<file path="config.mk">
export PLATFORM = sky130hd
export DESIGN_NAME = pipe_ctrl_unit
export DESIGN_NICKNAME = d
export VERILOG_FILES = /design/src/rtl/pipe_ctrl_unit.sv
export SDC_FILE = /design/constraint.sdc
export NUM_CORES = 1
export LEC_CHECK = 0
export BUFFER_PORTS_ARGS = -buffer_cell sky130_fd_sc_hd__buf_2
export CAP_MARGIN = 30
export CORE_MARGIN = 4
export CORE_UTILIZATION = 53
export CTS_CLUSTER_SIZE = 10
export DETAILED_ROUTE_END_ITERATION = 7
export PLACE_DENSITY = 0.83
export SLEW_MARGIN = 15
export SYNTH_ARGS = -nofsm -noshare
export SYNTH_HDL_FRONTEND = slang
export SYNTH_SLANG_ARGS = --single-unit
</file>
<file path="constraint.sdc">
create_clock -name clk -period 2.2 [get_ports clk]
set_input_delay 0.22 -clock clk [delete_from_list [all_inputs] [get_ports clk]]
set_output_delay 0.22 -clock clk [all_outputs]
set_load 0.02 [all_outputs]
</file>
<file path="src/rtl/pipe_ctrl_unit.sv">
`default_nettype none
// ============================================================================
// Module   : pipe_ctrl_unit
// Brief    : ID-stage opcode decode and ID/EX, EX/MEM, MEM/WB control pipeline
//            with stall, flush, load-use hazard detection and sticky halt/err.
// Revision : 1.0
// ============================================================================
module pipe_ctrl_unit #(
    parameter int          REG_AW  = 3,
    parameter logic [31:0] OP_MASK = 32'hFFFF_FFFF,
    parameter bit          LU_EN   = 1'b1
) (
    input  logic              clk,
    input  logic              rst,
    input  logic [4:0]        opcode,
    input  logic              valid_ins,
    input  logic [REG_AW-1:0] id_rd,
    input  logic [REG_AW-1:0] id_rs,
    input  logic [REG_AW-1:0] id_rt,
    input  logic              rs_used,
    input  logic              rt_used,
    input  logic              stall,
    input  logic              flush,
    output logic              ex_valid,
    output logic              ex_aluSrc,
    output logic              ex_branch,
    output logic              ex_jump,
    output logic              ex_i1Fmt,
    output logic              ex_zeroExt,
    output logic              ex_regDst,
    output logic [4:0]        ex_aluOp,
    output logic [REG_AW-1:0] ex_rd,
    output logic              mem_valid,
    output logic              mem_memRead,
    output logic              mem_memWrite,
    output logic [REG_AW-1:0] mem_rd,
    output logic              wb_valid,
    output logic              wb_memToReg,
    output logic              wb_regWrite,
    output logic [REG_AW-1:0] wb_rd,
    output logic              lu_stall,
    output logic              halt,
    output logic              err
);

    localparam logic [4:0] c_OP_NOP = 5'b00001;

    typedef struct packed {
        logic              valid;
        logic              aluSrc;
        logic              branch;
        logic              jump;
        logic              i1Fmt;
        logic              zeroExt;
        logic              regDst;
        logic              memRead;
        logic              memWrite;
        logic              memToReg;
        logic              regWrite;
        logic              haltTag;
        logic              errTag;
        logic [4:0]        aluOp;
        logic [REG_AW-1:0] rd;
    } idExT;

    typedef struct packed {
        logic              valid;
        logic              memRead;
        logic              memWrite;
        logic              memToReg;
        logic              regWrite;
        logic              haltTag;
        logic              errTag;
        logic [REG_AW-1:0] rd;
    } exMemT;

    typedef struct packed {
        logic              valid;
        logic              memToReg;
        logic              regWrite;
        logic              haltTag;
        logic              errTag;
        logic [REG_AW-1:0] rd;
    } memWbT;

    idExT  r_idEx;
    exMemT r_exMem;
    memWbT r_memWb;
    logic  r_halt;
    logic  r_err;

    idExT  w_dec;
    exMemT w_exMemNext;
    memWbT w_memWbNext;
    logic  w_luStall;
    logic  w_unsupported;

    // A real instruction whose opcode is masked off travels as a nop carrying
    // the err tag, so the error surfaces only if it survives to WB.
    assign w_unsupported = valid_ins & ~OP_MASK[opcode];

    always_comb begin
        w_dec       = '0;
        w_dec.valid = valid_ins;
        w_dec.rd    = valid_ins ? id_rd : '0;
        if (!valid_ins) begin
            w_dec.aluOp = c_OP_NOP;
        end else if (w_unsupported) begin
            w_dec.aluOp  = c_OP_NOP;
            w_dec.errTag = 1'b1;
        end else begin
            w_dec.aluOp = opcode;
            casez (opcode)
                5'b00000: w_dec.haltTag = 1'b1;
                5'b01000, 5'b01001: begin
                    w_dec.aluSrc   = 1'b1;
                    w_dec.regWrite = 1'b1;
                    w_dec.i1Fmt    = 1'b1;
                end
                5'b01010, 5'b01011: begin
                    w_dec.aluSrc   = 1'b1;
                    w_dec.regWrite = 1'b1;
                    w_dec.i1Fmt    = 1'b1;
                    w_dec.zeroExt  = 1'b1;
                end
                5'b101??: begin
                    w_dec.aluSrc   = 1'b1;
                    w_dec.regWrite = 1'b1;
                    w_dec.i1Fmt    = 1'b1;
                end
                5'b10000: begin
                    w_dec.aluSrc   = 1'b1;
                    w_dec.i1Fmt    = 1'b1;
                    w_dec.memWrite = 1'b1;
                end
                5'b10001: begin
                    w_dec.aluSrc   = 1'b1;
                    w_dec.i1Fmt    = 1'b1;
                    w_dec.memRead  = 1'b1;
                    w_dec.memToReg = 1'b1;
                    w_dec.regWrite = 1'b1;
                end
                5'b10011: begin
                    w_dec.aluSrc   = 1'b1;
                    w_dec.i1Fmt    = 1'b1;
                    w_dec.memWrite = 1'b1;
                    w_dec.regWrite = 1'b1;
                end
                5'b11001, 5'b1101?, 5'b111??: begin
                    w_dec.regDst   = 1'b1;
                    w_dec.regWrite = 1'b1;
                end
                5'b11000: begin
                    w_dec.aluSrc   = 1'b1;
                    w_dec.regWrite = 1'b1;
                end
                5'b10010: begin
                    w_dec.aluSrc   = 1'b1;
                    w_dec.regWrite = 1'b1;
                    w_dec.zeroExt  = 1'b1;
                end
                5'b011??: begin
                    w_dec.aluSrc = 1'b1;
                    w_dec.branch = 1'b1;
                end
                5'b00100: w_dec.jump = 1'b1;
                5'b00101: begin
                    w_dec.jump   = 1'b1;
                    w_dec.aluSrc = 1'b1;
                end
                5'b00110: begin
                    w_dec.jump     = 1'b1;
                    w_dec.regWrite = 1'b1;
                end
                5'b00111: begin
                    w_dec.jump     = 1'b1;
                    w_dec.regWrite = 1'b1;
                    w_dec.aluSrc   = 1'b1;
                end
                default: ;
            endcase
        end
    end

    generate
        if (LU_EN) begin : g_luOn
            assign w_luStall = r_idEx.valid & r_idEx.memRead & valid_ins &
                               ((rs_used & (id_rs == r_idEx.rd)) |
                                (rt_used & (id_rt == r_idEx.rd)));
        end else begin : g_luOff
            assign w_luStall = 1'b0;
        end
    endgenerate

    always_comb begin
        w_exMemNext          = '0;
        w_exMemNext.valid    = r_idEx.valid;
        w_exMemNext.memRead  = r_idEx.memRead;
        w_exMemNext.memWrite = r_idEx.memWrite;
        w_exMemNext.memToReg = r_idEx.memToReg;
        w_exMemNext.regWrite = r_idEx.regWrite;
        w_exMemNext.haltTag  = r_idEx.haltTag;
        w_exMemNext.errTag   = r_idEx.errTag;
        w_exMemNext.rd       = r_idEx.rd;
    end

    always_comb begin
        w_memWbNext          = '0;
        w_memWbNext.valid    = r_exMem.valid;
        w_memWbNext.memToReg = r_exMem.memToReg;
        w_memWbNext.regWrite = r_exMem.regWrite;
        w_memWbNext.haltTag  = r_exMem.haltTag;
        w_memWbNext.errTag   = r_exMem.errTag;
        w_memWbNext.rd       = r_exMem.rd;
    end

    // Stall freezes everything; flush and load-use only bubble ID/EX while
    // the older entries keep draining.
    always_ff @(posedge clk) begin
        if (rst) begin
            r_idEx  <= '0;
            r_exMem <= '0;
            r_memWb <= '0;
            r_halt  <= 1'b0;
            r_err   <= 1'b0;
        end else if (!stall) begin
            r_idEx  <= (flush || w_luStall) ? '0 : w_dec;
            r_exMem <= w_exMemNext;
            r_memWb <= w_memWbNext;
            r_halt  <= r_halt | (w_memWbNext.valid & w_memWbNext.haltTag);
            r_err   <= r_err  | (w_memWbNext.valid & w_memWbNext.errTag);
        end
    end

    assign ex_valid     = r_idEx.valid;
    assign ex_aluSrc    = r_idEx.aluSrc;
    assign ex_branch    = r_idEx.branch;
    assign ex_jump      = r_idEx.jump;
    assign ex_i1Fmt     = r_idEx.i1Fmt;
    assign ex_zeroExt   = r_idEx.zeroExt;
    assign ex_regDst    = r_idEx.regDst;
    assign ex_aluOp     = r_idEx.aluOp;
    assign ex_rd        = r_idEx.rd;
    assign mem_valid    = r_exMem.valid;
    assign mem_memRead  = r_exMem.memRead;
    assign mem_memWrite = r_exMem.memWrite;
    assign mem_rd       = r_exMem.rd;
    assign wb_valid     = r_memWb.valid;
    assign wb_memToReg  = r_memWb.memToReg;
    assign wb_regWrite  = r_memWb.regWrite;
    assign wb_rd        = r_memWb.rd;
    assign lu_stall     = w_luStall;
    assign halt         = r_halt;
    assign err          = r_err;

endmodule
`default_nettype wire

</file>
Word-level counts from Yosys, hierarchy flattened
Memory sizes are Yosys's and may differ from the RTL's.
Index checks and enable logic that the tools add are counted.
W data, S select, Z words.

word-level totals
  bits in latches = 0
  memories kept = 1
  memory bits (read-only) = 32
  register bits = 39
  memory bits (writable) = 0
  input port bits = 21
  logic and storage cells = 90

cells by class
  order comparisons = 1
  equality and inequality tests = 20
  shift operators = 0
  multiplexer cells = 18
  multipliers = 0
  reduce and logical (&&, ||, !) cells = 9
  bitwise operators = 12
  $add $sub $neg = 0
  divide/modulo/power cells = 0

memory list
  memory           depth  bits a word  rd ports  clocked after memory_dff  wr ports  RTL line  source
  (no name shown)  32     1            1         0                         0         100       assign w_unsupported = valid_ins & ~OP_MASK[opcode];

operator list
  kind                  number
  $eq A5 B5 Y1 const B  6
  $mux W21              1
  $eq A5 B3 Y1 const B  4
  $eq A5 B4 Y1 const B  4
  $reduce_or A14 Y1     1
  $reduce_or A13 Y1     1
  $mux W1               12
  $mux W12              1
  $mux W11              1
  $mux W5               2
  $and A1 B1 Y1         8
  $reduce_or A8 Y1      1
  $eq A3 B3 Y1          2
  $eq A3 B3 Y1 const B  2
  $lt A5 B6 Y1 const B  1
  $reduce_or A3 Y1      2
  $logic_not A5 Y1      1
  $eq A4 B4 Y1 const B  1
  $reduce_or A4 Y1      1
  $eq A3 B2 Y1 const B  1
  $mux W3               1
  $or A1 B1 Y1          3
  $reduce_or A2 Y1      1
  $logic_or A1 B1 Y1    1
  $not A1 Y1            1

Logic depth before layout (Yosys ltp)
Gate-level depths: netlist (run 1).

  word-level depth = 7
  depth in mapped cells = 6

Least setup slack after synthesis (run 1)
Ideal clock, no wire load.

  path type = reg2reg
  from = register r_idEx (netlist bit ex_rd[1])
  to = register r_idEx (netlist bit ex_aluOp[3])
  data arrival time = 1.283 ns
  setup slack = 0.777 ns
  library setup time = 0.139 ns
  data required time = 2.061 ns
  stages on the path, launching flop included = 6
  cells stage by stage = dfxtp_1 > xnor2_1 > nand4_1 > a21oi_1 > clkbuf_1 > o21ai_0

on the way
  longest elaborated chain between the ends = 6
  elaborated cells on any way between the ends = 8

RTL lines
  element                           RTL line  source
  start, declared                   86        idExT r_idEx;
  start signal, assigned            227       r_idEx <= (flush || w_luStall) ? '0 : w_dec;
  $eq A3 B3 Y1 (on tied branches)   188, 189
  $and A1 B1 Y1 (on tied branches)  188, 189
  $or A1 B1 Y1 *                    188       ((rs_used & (id_rs == r_idEx.rd)) |
  $and A1 B1 Y1 *                   187       assign w_luStall = r_idEx.valid & r_idEx.memRead & valid_ins &
  named net lu_stall                41        output logic lu_stall,
  $logic_or A1 B1 Y1 *              227
  $mux W21 *                        227

Mark *: on every way through the listed nets, which the timed path passes. The rest lies on a longest branch.
A chain may end at the register's enable or synchronous reset.

Worst setup path after layout (run 1)
  from = register r_idEx (netlist bit ex_rd[2])
  to = output port lu_stall

on the way
  longest elaborated chain between the ends = 4
  elaborated cells on any way between the ends = 6

RTL lines
  element                           RTL line
  $eq A3 B3 Y1 (on tied branches)   188, 189
  $and A1 B1 Y1 (on tied branches)  188, 189
  $or A1 B1 Y1 *                    188
  $and A1 B1 Y1 *                   187
  end, declared                     41

Every way passes the cells marked *; elsewhere a longest branch is shown, timed or not.

==> results of run 1 <==
## where the power goes
part,internal [W],switching (W),leakage (nW)
logic,0.0000470,0.0000678,0.500
clock network,0.000235,0.000209,0.0450
registers,0.000624,0.00000650,0.275
total,0.000907,0.000283,0.820
## path summary, 6_finish.rpt
path	end	slack [ns]	cells past startpoint
max	lu_stall	0.35	5
min	ex_rd[1]	0.13	3
max reg2reg	ex_jump	0.87	5
min reg2reg	ex_i1Fmt	0.46	2
## worst reg2reg max path, stage by stage, from the launching register on
cell and delay (ns):
dfxtp_1 0.45, xnor2_1 0.15, nand4_1 0.11, a21oi_1 0.15, buf_4 0.24, o21ai_0 0.13
## layout make-up
class	instances	area [µm²]	share of cell area, %
sequential	34	681	38.5
clock inverter	3	40.0	2.27
inverter	6	22.5	1.27
timing repair buffer	52	268	15.2
clock buffer	5	37.5	2.12
multi-input combinational	115	679	38.5
tap	31	38.8	2.20
## cell families (layout without fill, tap and decap cells)
group,count (synthesis),in the layout,share of synthesized area [%]
AND/OR/NAND/NOR,64,64,19.8
other,1,1,0.246
AO/OA/AOI/OAI,31,31,12.5
buffers and inverters,30,66,10.9
multiplexers,13,13,8.52
XOR/XNOR,6,6,3.44
flip-flops,34,34,44.6
## through the flow
stage | area (µm²) | power [W] | utilization (%)
finish | 1770 | 0.00119 | 64.1
global route | 1770 | 0.00124 | 64.1
CTS | 1770 | 0.00120 | 64.1
detailed placement | 1690 | 0.000760 | 61.3
global placement | 1690 | 0.000758 | 61.3
floorplan | 1530 | 0.000728 | -
## cell usage in the layout (no fill, tap or decap), types with 4 or more instances in the layout
cell / synthesis / layout
buf_2: 7 / 49
dfxtp_1: 34 / 34
nand2_1: 23 / 23
nor2_1: 19 / 19
mux2i_1: 13 / 13
o31ai_1: 11 / 11
o21ai_0: 10 / 10
xnor2_1: 6 / 6
a21oi_1: 6 / 6
inv_1: 6 / 6
nor2b_1: 5 / 5
clkbuf_4: 0 / 5
nand4_1: 4 / 4
## flip-flops by register name (all words and copies together), names as in the netlist, 2 cells and up
register  flops
ex_aluOp      5
r_idEx        4
ex_rd         3
mem_rd        3
wb_rd         3
r_exMem       2
## metal layers
| metal | wire [µm] | GRT usage (%) | up-vias |
|---|---|---|---|
| met3 | 248 | 6.50 | 6 |
| met5 | 0 | 0 | - |
| met2 | 1380 | 27.8 | 40 |
| li1 | - | - | 663 |
| met4 | 35 | 4.55 | 0 |
| met1 | 1360 | 22.3 | 586 |
==> impl_metrics.env, run 1 <==
export IMPL_post_synthesis_sequential_area_ratio_pct=44.6
export IMPL_timing_final_crit_period_ns=1.85
export IMPL_ys_flop_type="dfxtp_1"
export IMPL_yosys_cell_count_top_type="dfxtp_1"
export IMPL_edff_count_synth=0
export IMPL_route_detailed_wl_per_inst_um=12.3
export IMPL_power_density_nw_per_um2=674
export IMPL_drive_above_1_share_pct=28.4
export IMPL_first_global_vias=1153
export IMPL_max_freq_mhz=541
export IMPL_preCtsSetupSlack_ns=0.560
export IMPL_first_pass_grt_wire_length_mm=5.00
export IMPL_die_area_um2=3800
export IMPL_crit_fanout=20
export IMPL_antenna_violations_before_repair=0
export IMPL_ios=51
export IMPL_synth_top_cells_by_count="dfxtp_1 (34), nand2_1 (23), nor2_1 (19)"
export IMPL_chipWidth_um=61.7
export IMPL_nets=235
export IMPL_rr_startpoint="ex_rd[2]"
export IMPL_total_clock_buffers_created_by_cts=5
export IMPL_vdd_ir_drop_max_uv=686
export IMPL_rsz0062_at_grt="no"
export IMPL_yosys_register_bits=34
export IMPL_grt_remaining_overflow=0
export IMPL_yosysWarningCount=0
export IMPL_vias_cell=5.26
export IMPL_arrival_ns=1.63
export IMPL_clkSinkCount=34
export IMPL_place_detailed_hpwl_mm=2.23
export IMPL_post_synth_top_area_share_pct=44.6
export IMPL_min_path_type="in2reg"
export IMPL_rows=19
export IMPL_power_leakage_nw=0.820
export IMPL_worstPathCellList="xnor2_1 > nand4_1 > a21oi_1 > buf_4 > buf_2"
export IMPL_synth_top_cells_by_area="dfxtp_1 (45%), mux2i_1 (8.5%), buf_4 (5.9%), nand2_1 (5.7%), o31ai_1 (5.4%)"
export IMPL_drv_slew=0
export IMPL_initialDrtViolationCount=67
export IMPL_hold_path_startpoint="id_rd[1]"
export IMPL_finish_cell_count_without_fillers=246
export IMPL_path_clk_slew_ns=0.10
export IMPL_tritoncts="yes"
export IMPL_crit_path_max_incr_delay_ns=0.45
export IMPL_core_um2=2760
export IMPL_clock_tree_root_cell="clkbuf_4"
export IMPL_post_synth_cell_area_avg_um2=8.53
export IMPL_summed_negative_setup_slack_over_all_endpoints_ns=0
export IMPL_grt_max_degree=21
export IMPL_cts_setup_buffers=0
export IMPL_timing_critical_path_required_ns=1.98
export IMPL_worst_setup_path_end_kind="output pin"
export IMPL_final_fill_count=254
export IMPL_post_synth_inst_count=179
export IMPL_numPlacedInstances=238
export IMPL_final_min_period_over_clock_period_pct=84.0
export IMPL_grt_overall_usage_pct=17.5
export IMPL_clock_latency_ns=0.33
export IMPL_cts_hold_buffers=0
export IMPL_cts_path_max_buffers=2
export IMPL_syn_num_nets=200
export IMPL_route_antenna_remaining_nets=0
export IMPL_dieHeight_um=61.7
export IMPL_crit_start="ex_rd[2]"
export IMPL_clock_skew_final_ns=0.00443
export IMPL_cpLargestDelayFamily="flip-flops"
export IMPL_remaining_drc_errors=0
export IMPL_layout_area_overhead_vs_synth_pct=15.7
export IMPL_finalWirelength_mm=3.03
export IMPL_netlist_area_um2=1530
export IMPL_synth_top_cell_by_area="dfxtp_1"
export IMPL_asyncSetResetFlopFracSynth_pct=0
export IMPL_cp_slowest_cell="dfxtp_1"
export IMPL_gp_routability_congestion=0.768
export IMPL_critPathBufInv=2
export IMPL_final_hold_viol_count=0
export IMPL_antenna_diode_count=0
export IMPL_vias=1295
export IMPL_cap_violations=0
export IMPL_postCtsResizedCells=0
export IMPL_cts_max_level=2
export IMPL_status="finished, final reports clean"
export IMPL_crit_path_start_kind="register"
export IMPL_post_synth_num_cell_types=27
export IMPL_setup_viol=0
export IMPL_timing_worst_setup_path_type="reg2out"
export IMPL_worst_slack_on_hold_paths_ns=0.127
export IMPL_setup_slack_ns=0.352
export IMPL_io_buffer_count=49
export IMPL_drtPass1Iterations=4
export IMPL_initial_core_utilization_pct=55.4
Note: power is estimated with default switching activity, not from simulation.
==> run 2: changes to the inputs <==
Settings changed: CORE_UTILIZATION 53 to 49, PLACE_DENSITY 0.83 to 0.78.
Clock period 2.2 ns to 1.8 ns, I/O delays scaled along.
==> impl_metrics.env, run 2 (same netlist as run 1, synthesis figures left out) <==
export IMPL_first_pass_grt_wire_length_mm=5.01
export IMPL_placed_cell_area_um2=1720
export IMPL_arrival_ns=1.52
export IMPL_die_area_um2=4070
export IMPL_clkSinkCount=34
export IMPL_dr_wl_met3_um=190
export IMPL_dieHeight_um=63.8
export IMPL_grt_max_degree=21
export IMPL_chipWidth_um=63.8
export IMPL_cap_violations=0
export IMPL_numPlacedInstances=250
export IMPL_finish_utilization_pct=62.9
export IMPL_ios=51
export IMPL_finalWirelength_mm=3.02
export IMPL_rsz0062_at_grt="no"
export IMPL_crit_fanout=20
export IMPL_clock_latency_ns=0.33
export IMPL_final_fill_count=265
export IMPL_drive_above_1_share_pct=30.6
export IMPL_route_antenna_remaining_nets=0
export IMPL_gp_routability_congestion=0.784
export IMPL_io_buffer_count=49
export IMPL_worst_setup_path_end_kind="output pin"
export IMPL_vdd_ir_drop_max_uv=438
export IMPL_finish_cell_count_without_fillers=258
export IMPL_clock_skew_final_ns=0.00687
export IMPL_post_route_met1_wirelength_mm=1.31
export IMPL_max_freq_mhz=588
export IMPL_layout_area_overhead_vs_synth_pct=18.5
export IMPL_initial_core_utilization_pct=53.1
export IMPL_timing_worst_setup_path_type="reg2out"
export IMPL_final_hold_viol_count=0
export IMPL_nets=236
export IMPL_met2RoutedLength_mm=1.46
export IMPL_grt_remaining_overflow=0
export IMPL_cts_path_max_buffers=2
export IMPL_total_clock_buffers_created_by_cts=5
export IMPL_largest_register_ffs=5
export IMPL_rows=19
export IMPL_antenna_violations_before_repair=0
export IMPL_final_min_period_over_clock_period_pct=94.5
export IMPL_drtPass1Iterations=4
export IMPL_initialDrtViolationCount=45
export IMPL_status="finished, final reports clean"
export IMPL_clock_tree_root_cell="clkbuf_4"
export IMPL_core_um2=2880
export IMPL_path_clk_slew_ns=0.09
export IMPL_power_leakage_nw=0.828
export IMPL_layout_cells_most_common_list="buf_2 (49), dfxtp_1 (31), nand2_1 (23)"
export IMPL_summed_negative_setup_slack_over_all_endpoints_ns=0
export IMPL_grt_overall_usage_pct=15.5
export IMPL_final_common_cell="buf_2"
export IMPL_timing_critical_path_required_ns=1.62
export IMPL_power_density_nw_per_um2=784
export IMPL_highest_metal_used="met4"
export IMPL_route_detailed_wl_per_inst_um=11.7
export IMPL_remaining_drc_errors=0
export IMPL_finish_instance_area_um2=1810
export IMPL_place_detailed_hpwl_mm=2.31
export IMPL_min_path_type="in2reg"
export IMPL_vias_cell=5.01
export IMPL_tritoncts="yes"
export IMPL_cts_hold_buffers=0
export IMPL_cts_setup_buffers=0
export IMPL_cts_max_level=2
export IMPL_timing_final_crit_period_ns=1.70
export IMPL_drv_slew=0
export IMPL_vias=1293
export IMPL_setup_viol=0
export IMPL_antenna_diode_count=0
export IMPL_crit_path_start_kind="register"
export IMPL_first_global_vias=1167
-- run 2: area by class of cell --
type | count | area [µm²] | area share [%]
inverters | 6 | 22.5 | 1.24
flip-flops and latches | 34 | 684 | 37.8
well taps | 42 | 52.6 | 2.90
multi-input cells | 115 | 683 | 37.8
repair buffers | 53 | 288 | 15.9
clock buffers | 8 | 78.8 | 4.36
-- run 2: worst max-delay path, cell delays in order (launching register included) --
cell	delay, ns
dfxtp_2	0.36
xnor2_1	0.16
nand4_1	0.13
a21oi_2	0.20
buf_12	0.17
buf_2	0.17
-- run 2: path summary, 6_finish.rpt --
kind	startpoint	end	slack, ns	cells past startpoint
min reg2reg	ex_zeroExt	ex_zeroExt	0.46	2
min	id_rd[2]	ex_rd[2]	0.09	3
max	ex_rd[1]	lu_stall	0.1	5
max reg2reg	ex_rd[1]	ex_valid	0.58	5
-- run 2: report_power, final --
group	internal [W]	leakage [nW]	switching [W]	total [W]
combinational	0.0000588	0.507	0.0000839	0.000143
clock	0.000267	0.0446	0.000238	0.000505
sequential	0.000763	0.276	0.00000798	0.000771
total	0.00109	0.828	0.000330	0.00142
-- run 2: per-layer routing --
layer / vias to the layer above / track usage [%]
met2: 37 / 26.2
met1: 588 / 17.7
met4: 0 / 7.28
met3: 8 / 4.73
li1: 660 / -
met5: - / 0
-- run 2: what timing repair did --
action,CTS,global route
setup endpoints to repair,1,1
resized for setup,1,3
cloned,0,0
-- run 2: metrics by stage --
stage / worst slack (ns) / total power [W] / hold WS [ns]
global route: 0.0223 / 0.00149 / 0.0800
detailed placement: 0.357 / 0.000931 / 0.441
global placement: 0.386 / 0.000930 / 0.436
finish: 0.0999 / 0.00142 / 0.0872
floorplan: 0.377 / 0.000890 / 0.323
CTS: 0.0279 / 0.00144 / 0.0789
==> run 3: changes to the inputs <==
Settings changed: ABC_AREA from default to 1, BUFFER_PORTS_ARGS -buffer_cell sky130_fd_sc_hd__buf_2 to default, CORE_UTILIZATION 49 to 56, DONT_BUFFER_PORTS from default to 1, PLACE_DENSITY 0.78 to 0.71.
==> impl_metrics.env, run 3 <==
export IMPL_grt_remaining_overflow=0
export IMPL_dieHeight_um=62.1
export IMPL_initialDrtViolationCount=58
export IMPL_cts_max_level=2
export IMPL_clock_tree_root_cell="clkbuf_4"
export IMPL_worstPathCellList="buf_4 > nand2_1 > nand2_1 > nor2_1 > nand2_1 > nand2_2 > nand2_4 > clkinvlp_4"
export IMPL_vias_cell=5.49
export IMPL_grt_max_degree=20
export IMPL_rows=19
export IMPL_cap_violations=0
export IMPL_io_buffer_count=0
export IMPL_total_clock_buffers_created_by_cts=5
export IMPL_core_um2=2780
export IMPL_crit_path_max_incr_delay_ns=0.33
export IMPL_yosys_register_bits=34
export IMPL_final_hold_viol_count=0
export IMPL_synth_top_cell_by_area="dfxtp_1"
export IMPL_post_synth_cell_area_avg_um2=7.17
export IMPL_regToRegSetupSlack_ns=0.32
export IMPL_arrival_ns=1.45
export IMPL_clock_latency_ns=0.34
export IMPL_rsz0062_at_grt="no"
export IMPL_min_path_type="in2reg"
export IMPL_summed_negative_setup_slack_over_all_endpoints_ns=0
export IMPL_drv_slew=0
export IMPL_power_density_nw_per_um2=917
export IMPL_netlist_area_um2=1640
export IMPL_max_freq_mhz=615
export IMPL_gp_routability_congestion=0.898
export IMPL_asyncSetResetFlopFracSynth_pct=0
export IMPL_largest_register_ffs=5
export IMPL_post_layout_total_power_w=0.00157
export IMPL_drive_above_1_share_pct=14.2
export IMPL_finalWirelength_mm=3.60
export IMPL_worstRegToRegCells=11
export IMPL_die_area_um2=3860
export IMPL_crit_path_start_kind="register"
export IMPL_crit_fanout=8
export IMPL_yosysWarningCount=0
export IMPL_final_common_cell="nor2_1"
export IMPL_vias=1410
export IMPL_path_clk_slew_ns=0.10
export IMPL_critical_path_endpoint="lu_stall"
export IMPL_synth_top_cells_by_count="nor2_1 (40), nand2_1 (36), dfxtp_1 (34)"
export IMPL_ios=51
export IMPL_worst_setup_path_end_kind="output pin"
export IMPL_chipWidth_um=62.1
export IMPL_antenna_diode_count=0
export IMPL_post_synth_inst_count=229
export IMPL_timing_critical_path_required_ns=1.62
export IMPL_cp_slowest_cell="dfxtp_1"
export IMPL_r2r_end="ex_rd[0]"
export IMPL_timing_final_crit_period_ns=1.63
export IMPL_nets=246
export IMPL_timing_worst_setup_path_type="reg2out"
export IMPL_clkSinkCount=34
export IMPL_synth_top_cells_by_area="dfxtp_1 (41%), nor2_1 (9.1%), nand2_1 (8.2%), o21ai_0 (7.9%), buf_4 (5.5%)"
export IMPL_remaining_drc_errors=0
export IMPL_route_detailed_wl_per_inst_um=14.0
export IMPL_cts_path_max_buffers=2
export IMPL_syn_num_nets=250
export IMPL_yosys_cell_count_top_type="nor2_1"
export IMPL_place_detailed_hpwl_mm=2.63
export IMPL_post_synth_top_area_share_pct=41.5
export IMPL_grt_overall_usage_pct=19.8
export IMPL_first_global_vias=1391
export IMPL_post_synth_num_cell_types=28
export IMPL_vdd_ir_drop_max_uv=1050
export IMPL_finish_utilization_pct=61.5
export IMPL_ys_flop_type="dfxtp_1"
export IMPL_setup_viol=0
export IMPL_power_leakage_nw=0.759
export IMPL_status="finished, final reports clean"
export IMPL_critPathMostFrequentCell="nand2_1"
export IMPL_clock_skew_final_ns=0.00698
export IMPL_first_pass_grt_wire_length_mm=6.18
export IMPL_tritoncts="yes"
export IMPL_final_min_period_over_clock_period_pct=90.4
export IMPL_route_antenna_remaining_nets=0
export IMPL_drtPass1Iterations=4
export IMPL_antenna_violations_before_repair=0
export IMPL_crit_start="ex_rd[0]"
export IMPL_post_synthesis_sequential_area_ratio_pct=41.5
export IMPL_rr_startpoint="ex_rd[0]"
export IMPL_layout_area_overhead_vs_synth_pct=4.19
export IMPL_initial_core_utilization_pct=59.0
export IMPL_edff_count_synth=0
export IMPL_layout_cells_most_common_list="nor2_1 (40), nand2_1 (36), dfxtp_1 (34)"
## run 3: cell types whose count changed in the layout (fill, tap and decap cells not counted), moves of 10 or more
cell     previous run  this run
o21ai_0            10        26
nor2_1             19        40
o31ai_1            11         1
nand2_1            23        36
inv_1               6        20
buf_2              49         0
mux2i_1            13         1
## run 3: what timing repair did
action	CTS	global route
buffers inserted	0	0
endpoints found under the setup margin	0	1
gates resized for setup	0	1
hold endpoints to repair	7	1
hold buffers	4	1
## run 3: kinds of logic after synthesis
group | after synthesis | share of synthesized area, %
buffers and inverters | 44 | 13.7
flip-flops | 34 | 41.5
AO/OA/AOI/OAI | 45 | 14.8
AND/OR/NAND/NOR | 104 | 29.2
other | 1 | 0.228
multiplexers | 1 | 0.610
## run 3: final cells by class
type / instances / area, µm²
clock buffers: 5 / 37.5
clock inverters: 3 / 40.0
fillers: 275 / 1070
inverters: 23 / 90.1
multi-input cells: 151 / 736
flip-flops and latches: 34 / 681
well taps: 31 / 38.8
repair buffers: 10 / 87.6
## run 3: routing by layer
| layer | up-vias | track usage, % | part of all wire [%] |
|---|---|---|---|
| met5 | - | 0 | 0 |
| met4 | 0 | 10.3 | 4.0 |
| met3 | 15 | 9.19 | 7.9 |
| met2 | 48 | 32.4 | 48 |
| met1 | 631 | 21.0 | 40 |
| li1 | 716 | - | - |
## run 3: worst min path at each step
stage / cells after the start / slack, ns / startpoint / end
4_1_cts: 2 / 0.0007 / stall / wb_rd[1]
6_report: 2 / 0.007 / id_rd[1] / ex_rd[1]
5_1_grt: 2 / 0.0007 / stall / wb_rd[1]
3_3_place_gp: 1 / 0.25 / rst / halt
3_5_place_dp: 1 / 0.25 / rst / ex_branch
2_1_floorplan: 2 / 0.34 / id_rd[1] / ex_rd[1]
## run 3: worst max-delay path, delay by kind of cell (launching register included)
family | cells | cell delay [ns]
AND/OR/NAND/NOR | 6 | 0.49
flip-flops | 1 | 0.33
buffers and inverters | 2 | 0.29
## run 3: stage by stage
step / hold WS (ns) / worst slack [ns] / area [µm²] / cells
3_5_place_dp: 0.252 / 0.331 / 1580 / 244
6_report: 0.00718 / 0.173 / 1710 / 257
2_1_floorplan: 0.339 / 0.527 / 1640 / 229
5_1_grt: 0.000690 / 0.0262 / 1710 / 257
4_1_cts: 0.000739 / 0.117 / 1700 / 256
3_3_place_gp: 0.251 / 0.426 / 1580 / 244
## run 3: power breakdown
part / internal [W] / switching [W] / leakage (nW) / total (W)
registers: 0.000788 / 0.0000604 / 0.279 / 0.000849
logic: 0.0000648 / 0.000112 / 0.435 / 0.000177
clock network: 0.000288 / 0.000255 / 0.0450 / 0.000543
total: 0.00114 / 0.000427 / 0.759 / 0.00157
